--- src/rtl/intctrl_pkg.sv ---
// Shared interrupt-controller definitions.
// PerInt op codes, controller commands, result codes, scheduler states.
package intctrl_pkg;

   localparam logic [1:0] PINOOP = 2'b00;
   localparam logic [1:0] PIWROP = 2'b01;
   localparam logic [1:0] PIRDOP = 2'b10;
   localparam logic [1:0] PIRWOP = 2'b11;

   localparam logic [1:0] CMDACKINT = 2'b00;
   localparam logic [1:0] CMDINTDST = 2'b01;
   localparam logic [1:0] CMDENAINT = 2'b10;

   // Widest supported data path; users slice [ARCHBITSZ-1:0].
   localparam int RES_MAXW = 64;
   localparam logic [RES_MAXW-1:0] RES_INVALID = '1;
   localparam logic [RES_MAXW-1:0] RES_PENDING =
      {{(RES_MAXW-1){1'b1}}, 1'b0};

   typedef enum logic [2:0] {
      ST_IDLE    = 3'd0,
      ST_ISSUE   = 3'd1,
      ST_WAIT    = 3'd2,
      ST_BACKOFF = 3'd3,
      ST_DONE    = 3'd4
   } isched_state_t;

endpackage

--- src/rtl/intipisched_rrarb.sv ---
// Round-robin find-first-set starting at a pointer.
// Purely combinational; the pointer register lives in the parent.
module intipisched_rrarb #(
   parameter int N  = 2,
   parameter int PW = 1
) (
   input  logic [N-1:0]  req,
   input  logic [PW-1:0] ptr,
   output logic          vld,
   output logic [PW-1:0] idx
);

   logic [2*N-1:0] dbl;
   logic [2*N-1:0] rot;

   assign dbl = {req, req};
   assign rot = dbl >> ptr;

   // First set bit of the rotated vector, mapped back to a requester index.
   always_comb begin
      logic [PW:0] s;
      vld = 1'b0;
      idx = '0;
      s   = '0;
      for (int i = 0; i < N; i++) begin
         if (!vld && rot[i]) begin
            vld = 1'b1;
            s   = {1'b0, ptr} + (PW+1)'(i);
            if (s >= (PW+1)'(N))
               s = s - (PW+1)'(N);
            idx = s[PW-1:0];
         end
      end
   end

endmodule

--- src/rtl/intipisched.sv ---
// Inter-processor-interrupt scheduler: shares one PerInt master port
// among requesters, issuing targeted-interrupt commands with retry.
module intipisched
   import intctrl_pkg::*;
#(
   parameter int ARCHBITSZ = 16,
   parameter int REQCOUNT  = 2,
   parameter int RETRYDLY  = 8,
   parameter int MAXRETRY  = 4,
   parameter int ADDRBITSZ = ARCHBITSZ - $clog2(ARCHBITSZ/8)
) (
   input  logic                             clk_i,
   input  logic                             rst_i,
   output logic [1:0]                       m_op_o,
   output logic [ADDRBITSZ-1:0]             m_addr_o,
   output logic [ARCHBITSZ-1:0]             m_data_o,
   input  logic [ARCHBITSZ-1:0]             m_data_i,
   output logic [ARCHBITSZ/8-1:0]           m_sel_o,
   input  logic                             m_rdy_i,
   input  logic [REQCOUNT-1:0]              rqst_i,
   input  logic [REQCOUNT*(ARCHBITSZ-2)-1:0] rqstdst_i,
   output logic [REQCOUNT-1:0]              done_o,
   output logic [ARCHBITSZ-1:0]             result_o,
   output logic                             busy_o
);

   localparam int DSTW = ARCHBITSZ - 2;
   localparam int PW   = (REQCOUNT > 1) ? $clog2(REQCOUNT) : 1;
   localparam int RW   = (MAXRETRY > 0) ? $clog2(MAXRETRY + 1) : 1;
   localparam int BW   = $clog2(RETRYDLY + 1);

   localparam logic [ARCHBITSZ-1:0] RES_PEND =
      RES_PENDING[ARCHBITSZ-1:0];
   localparam logic [RW-1:0]       RETRY_MAX = RW'(MAXRETRY);
   // The WAIT cycle counts as the first backoff cycle.
   localparam logic [BW-1:0]       BK_INIT   = BW'(RETRYDLY - 1);
   localparam logic [PW-1:0]       LAST_IDX  = PW'(REQCOUNT - 1);
   localparam logic [REQCOUNT-1:0] ONE_HOT0  = REQCOUNT'(1);

   isched_state_t   state;
   logic [PW-1:0]   rrptr;
   logic [PW-1:0]   gidx;
   logic [DSTW-1:0] dst;
   logic [RW-1:0]   retry;
   logic [BW-1:0]   bctr;

   logic            arb_vld;
   logic [PW-1:0]   arb_idx;
   logic [DSTW-1:0] gnt_dst;
   logic            pend;

   intipisched_rrarb #(
      .N  (REQCOUNT),
      .PW (PW)
   ) u_arb (
      .req (rqst_i),
      .ptr (rrptr),
      .vld (arb_vld),
      .idx (arb_idx)
   );

   // Destination slice of the requester currently winning arbitration.
   always_comb begin
      gnt_dst = '0;
      for (int k = 0; k < REQCOUNT; k++) begin
         if (arb_idx == PW'(k))
            gnt_dst = rqstdst_i[k*DSTW +: DSTW];
      end
   end

   assign pend     = (m_data_i == RES_PEND) && (retry < RETRY_MAX);
   assign m_addr_o = '0;
   assign busy_o   = (state != ST_IDLE);

   // Scheduler FSM with registered PerInt and completion outputs.
   always_ff @(posedge clk_i or negedge rst_i) begin
      if (!rst_i) begin
         state    <= ST_IDLE;
         rrptr    <= '0;
         gidx     <= '0;
         dst      <= '0;
         retry    <= '0;
         bctr     <= '0;
         m_op_o   <= PINOOP;
         m_data_o <= '0;
         m_sel_o  <= '0;
         done_o   <= '0;
         result_o <= '0;
      end else begin
         unique case (state)
            ST_IDLE: begin
               if (arb_vld) begin
                  gidx     <= arb_idx;
                  dst      <= gnt_dst;
                  retry    <= '0;
                  m_op_o   <= PIRWOP;
                  m_data_o <= {gnt_dst, CMDINTDST};
                  m_sel_o  <= '1;
                  state    <= ST_ISSUE;
               end
            end
            ST_ISSUE: begin
               if (m_rdy_i) begin
                  m_op_o   <= PINOOP;
                  m_data_o <= '0;
                  m_sel_o  <= '0;
                  state    <= ST_WAIT;
               end
            end
            ST_WAIT: begin
               if (m_rdy_i) begin
                  if (pend) begin
                     retry <= retry + 1'b1;
                     if (BK_INIT == '0) begin
                        m_op_o   <= PIRWOP;
                        m_data_o <= {dst, CMDINTDST};
                        m_sel_o  <= '1;
                        state    <= ST_ISSUE;
                     end else begin
                        bctr  <= BK_INIT;
                        state <= ST_BACKOFF;
                     end
                  end else begin
                     result_o <= m_data_i;
                     done_o   <= ONE_HOT0 << gidx;
                     state    <= ST_DONE;
                  end
               end
            end
            ST_BACKOFF: begin
               bctr <= bctr - 1'b1;
               if (bctr == BW'(1)) begin
                  m_op_o   <= PIRWOP;
                  m_data_o <= {dst, CMDINTDST};
                  m_sel_o  <= '1;
                  state    <= ST_ISSUE;
               end
            end
            ST_DONE: begin
               done_o <= '0;
               rrptr  <= (gidx == LAST_IDX) ? '0 : gidx + 1'b1;
               state  <= ST_IDLE;
            end
            default: state <= ST_IDLE;
         endcase
      end
   end

endmodule

--- config.mk ---
export PLATFORM = sky130hd
export DESIGN_NAME = intipisched
export DESIGN_NICKNAME = d
export VERILOG_FILES = /design/src/rtl/intctrl_pkg.sv /design/src/rtl/intipisched_rrarb.sv /design/src/rtl/intipisched.sv
export SDC_FILE = /design/constraint.sdc
export NUM_CORES = 1
export LEC_CHECK = 0
export ABC_AREA = 1
export BUFFER_PORTS_ARGS = -buffer_cell sky130_fd_sc_hd__clkbuf_2
export CAP_MARGIN = 10
export CELL_PAD_IN_SITES_DETAIL_PLACEMENT = 0
export CELL_PAD_IN_SITES_GLOBAL_PLACEMENT = 1
export CORE_MARGIN = 2
export CORE_UTILIZATION = 25
export CTS_CLUSTER_DIAMETER = 200
export DETAILED_ROUTE_END_ITERATION = 8
export PLACE_DENSITY = 0.59
export SLEW_MARGIN = 20
export SYNTH_ARGS = -nofsm -noshare
export SYNTH_HDL_FRONTEND = slang
export SYNTH_SLANG_ARGS = --single-unit
--- constraint.sdc ---
create_clock -name clk_i -period 1.7 [get_ports clk_i]
set_input_delay 0.51 -clock clk_i [delete_from_list [all_inputs] [get_ports clk_i]]
set_output_delay 0.51 -clock clk_i [all_outputs]
set_load 0.02 [all_outputs]
==> run summary <==
Clock tree synthesis selected as its root buffer the cell clkbuf_16. Synthesis produced 405 cells. The count of final setup violators came out at 0. The horizontal die dimension is 116 um. In this run, synthesis inferred 0 flip-flops with an integrated enable. The most common library cell in the layout ignoring fill and taps is nand2_1. The overall die height is 116 um. The first-pass detailed-route iteration total is 4. The number of antenna diodes in the final layout is 0.

For met2 alone, demand over resource in global routing was 0.185. The detailed router placed 2,717 vias in this run. In the layout the commonest cells are nand2_1, clkbuf_2, o21ai_0. The total die area came out at 13,500 sq um. Synthesis inferred 60 register bits. The largest single stage delay on the critical path is 0.39 ns. The detailed-route vias per instance came out at 4.04.

Once layout is done, the placed cells without fillers occupy 4090 sq um. The routed design has 7530 um of wire. CTS saw 60 sinks.

Clock skew on the completed layout was measured at 0.00934 ns. The worst voltage drop across the vdd grid is 590 uV. The placeable core area came out at 12,200 sq um. The most heavily used metal layer in global routing is met2.

Of the synthesized area, sequential elements account for 0.477. The final max-slew violation count came to 0. Of the available clock period, the critical path in the final layout requires 0.965. The data arrival time of the worst path came out at 1.13 ns. The count of maximum capacitance violations came out at 0. The wire length of the first global-routing pass is 12,300 um. The layout overhead on the synthesized area came out at 29.9%. The final non-filler cell total came out at 672. The count of final hold-check violations came out at 0. The initial antenna violation count was 0.

The met1 capacity usage during global routing came out at 0.150. Clock latency on the worst-skew pair, taken at its later pin, is 0.33 ns. The net count of the finished layout is 551. The maximum fanout count along the critical path came out at 5. The number of global-route vias before repair is 2,605. The residual antenna-violating net count after detailed routing is 0. For this design, the slowest cell found on the critical path is dfrtp_1.

The worst hold margin came out at 0.112 ns. The number of DRC markers after the initial detailed-route iteration came out at 77. The count of placed standard cells including taps came out at 652. Setup repair after global routing left no endpoint under its margin.

The maximum clock frequency is 610 MHz. The critical path buffer and inverter count is 2. The critical path goes through inv_2 > nand3_2 > clkbuf_4. The floorplan has 40 rows. The total global routing overflow came out at 0.

Entering global routing, the biggest net connects 32 pins. The boundary pin count came out at 103. Adding up every negative setup slack in the final design gives 0 ns. Input and output buffers added on the ports amount to 86.

The number of library cell types mapped by synthesis is 28. After clock tree synthesis, the clock-pin slew on the worst setup and hold paths is 0.06 ns. In this run the worst hold path is classified as input pin to async pin.

The HPWL reported at the end of detailed placement came out at 5470 um. The cell area power density is 1920 nW/um^2. The leakage power is 0.00223 uW. Of the cells placed in the final design, the portion with a size suffix greater than 1 is 0.280.

Averaged over all synthesized cells, the footprint is 7.78 sq um. The Yosys step of the flow raised 0 warnings. The global-route met3 utilization came out at 0.0415. For this run, the leading register cell type out of synthesis is dfrtp_1. The number of buffers inserted during clock tree synthesis came out at 9.

STA classifies the critical path endpoint as an output pin. The worst setup path is of the flip-flop to output pin kind. For this run, design rule violations remaining after detail routing come to 0.

The cell area after placement is 3740 sq um. The netlist area before placement is 3150 sq um. TritonCTS built the clock tree. The cell family contributing the most delay on the critical path is flip-flops. The data required time at the worst endpoint came out at 1.19 ns. The hold buffer count at CTS came out at 0. Dividing the detail-routed wire length by the instance count gives 11.2 um. The number of buffers on the longest clock path is 2. The startpoint kind of the worst setup timing path is a flip-flop. The global-route usage over all layers came out at 0.117. The clock tree synthesis step divided the H-tree into 3 levels. Routability-driven placement finished with a final weighted congestion of 0.733.

The starting utilization of the core area came out at 0.259. The fraction of registers with async set or reset after synthesis is 1.00. The run finished with clean final reports.

The shortest clock period the worst path allows after layout is 1.64 ns. The final core utilization came out at 0.336.
worst reg2reg max path, cell delays in order, from the launching register on:
cell and delay [ns]:
dfrtp_1 0.39, buf_4 0.15, nor2_4 0.10, inv_2 0.05
nor2_2 0.09, buf_4 0.25, inv_1 0.13, nand2_1 0.14
o21bai_1 0.07
final timing paths:
path,slack (ns),cells past startpoint,to,start
worst max-delay path,0.06,3,busy_o,state[2]
worst min-delay path,0.11,1,dst[3],rst_i
worst max register to register,0.20,8,bctr[3],state[2]
worst min register to register,0.47,2,m_data_o[9],m_data_o[9]
max in group asynchronous,1.07,2,bctr[2],rst_i
min in group clk_i,0.40,3,result_o[4],m_data_i[4]
state kept, by name, summed over array words and instances, names as in the netlist, 2 cells and up:
| register | cells |
|---|---|
| result_o | 16 |
| m_data_o | 15 |
| dst | 14 |
| bctr | 4 |
| retry | 3 |
| state | 3 |
| done_o | 2 |
routing by layer:
| metal | up-vias | routed length [um] |
|---|---|---|
| met5 | - | 0 |
| met4 | 0 | 119 |
| met3 | 12 | 553 |
| met2 | 86 | 3260 |
| met1 | 1200 | 3590 |
| li1 | 1419 | - |
cells in the mapped netlist, types with 2 or more instances:
master / number / area, sq um
nand3_2: 2 / 20.0
buf_2: 2 / 10.0
buf_4: 21 / 158
ha_1: 3 / 37.5
o21ai_0: 64 / 320
nand3_1: 11 / 55.1
buf_6: 3 / 33.8
nor2_8: 2 / 40.0
dfrtp_1: 60 / 1500
inv_1: 28 / 105
clkbuf_1: 7 / 26.3
nor2_1: 13 / 48.8
nand2_2: 7 / 43.8
nand4_1: 3 / 18.8
inv_2: 5 / 18.8
nand2_1: 162 / 608
power by group:
part           switching [uW]  internal, uW
sequential                347          2090
clock                     664          1170
combinational            2320          1250
per-stage QoR:
stage	worst slack, ns	power, uW
floorplan	0.241	5030
global placement	0.0154	5880
detailed placement	0.0146	5920
CTS	0.0127	7830
global route	0.0152	8520
finish	0.0594	7840
kinds of logic after synthesis:
logic type,count (synthesis),share of synthesized area
compound gates,66,0.106
xor+xnor,1,0.00278
fa+ha+maj,3,0.0119
buf+inv,68,0.121
flops,60,0.477
other cells,1,0.00119
simple gates,206,0.281
what timing repair did:
action / CTS / global route
setup endpoints to repair: 1 / 19
setup buffers: 2 / 2
pin swaps: 0 / 1
resized for setup: 1 / 2
final cells by class:
class | count | area, sq um
fillers | 1328 | 8070
clock buffers | 10 | 239
multi-input cells | 292 | 1330
well taps | 168 | 210
clock inverters | 6 | 63.8
inverters | 34 | 135
flip-flops and latches | 60 | 1500
repair buffers | 102 | 616
Note: power is estimated with default switching activity, not from simulation.
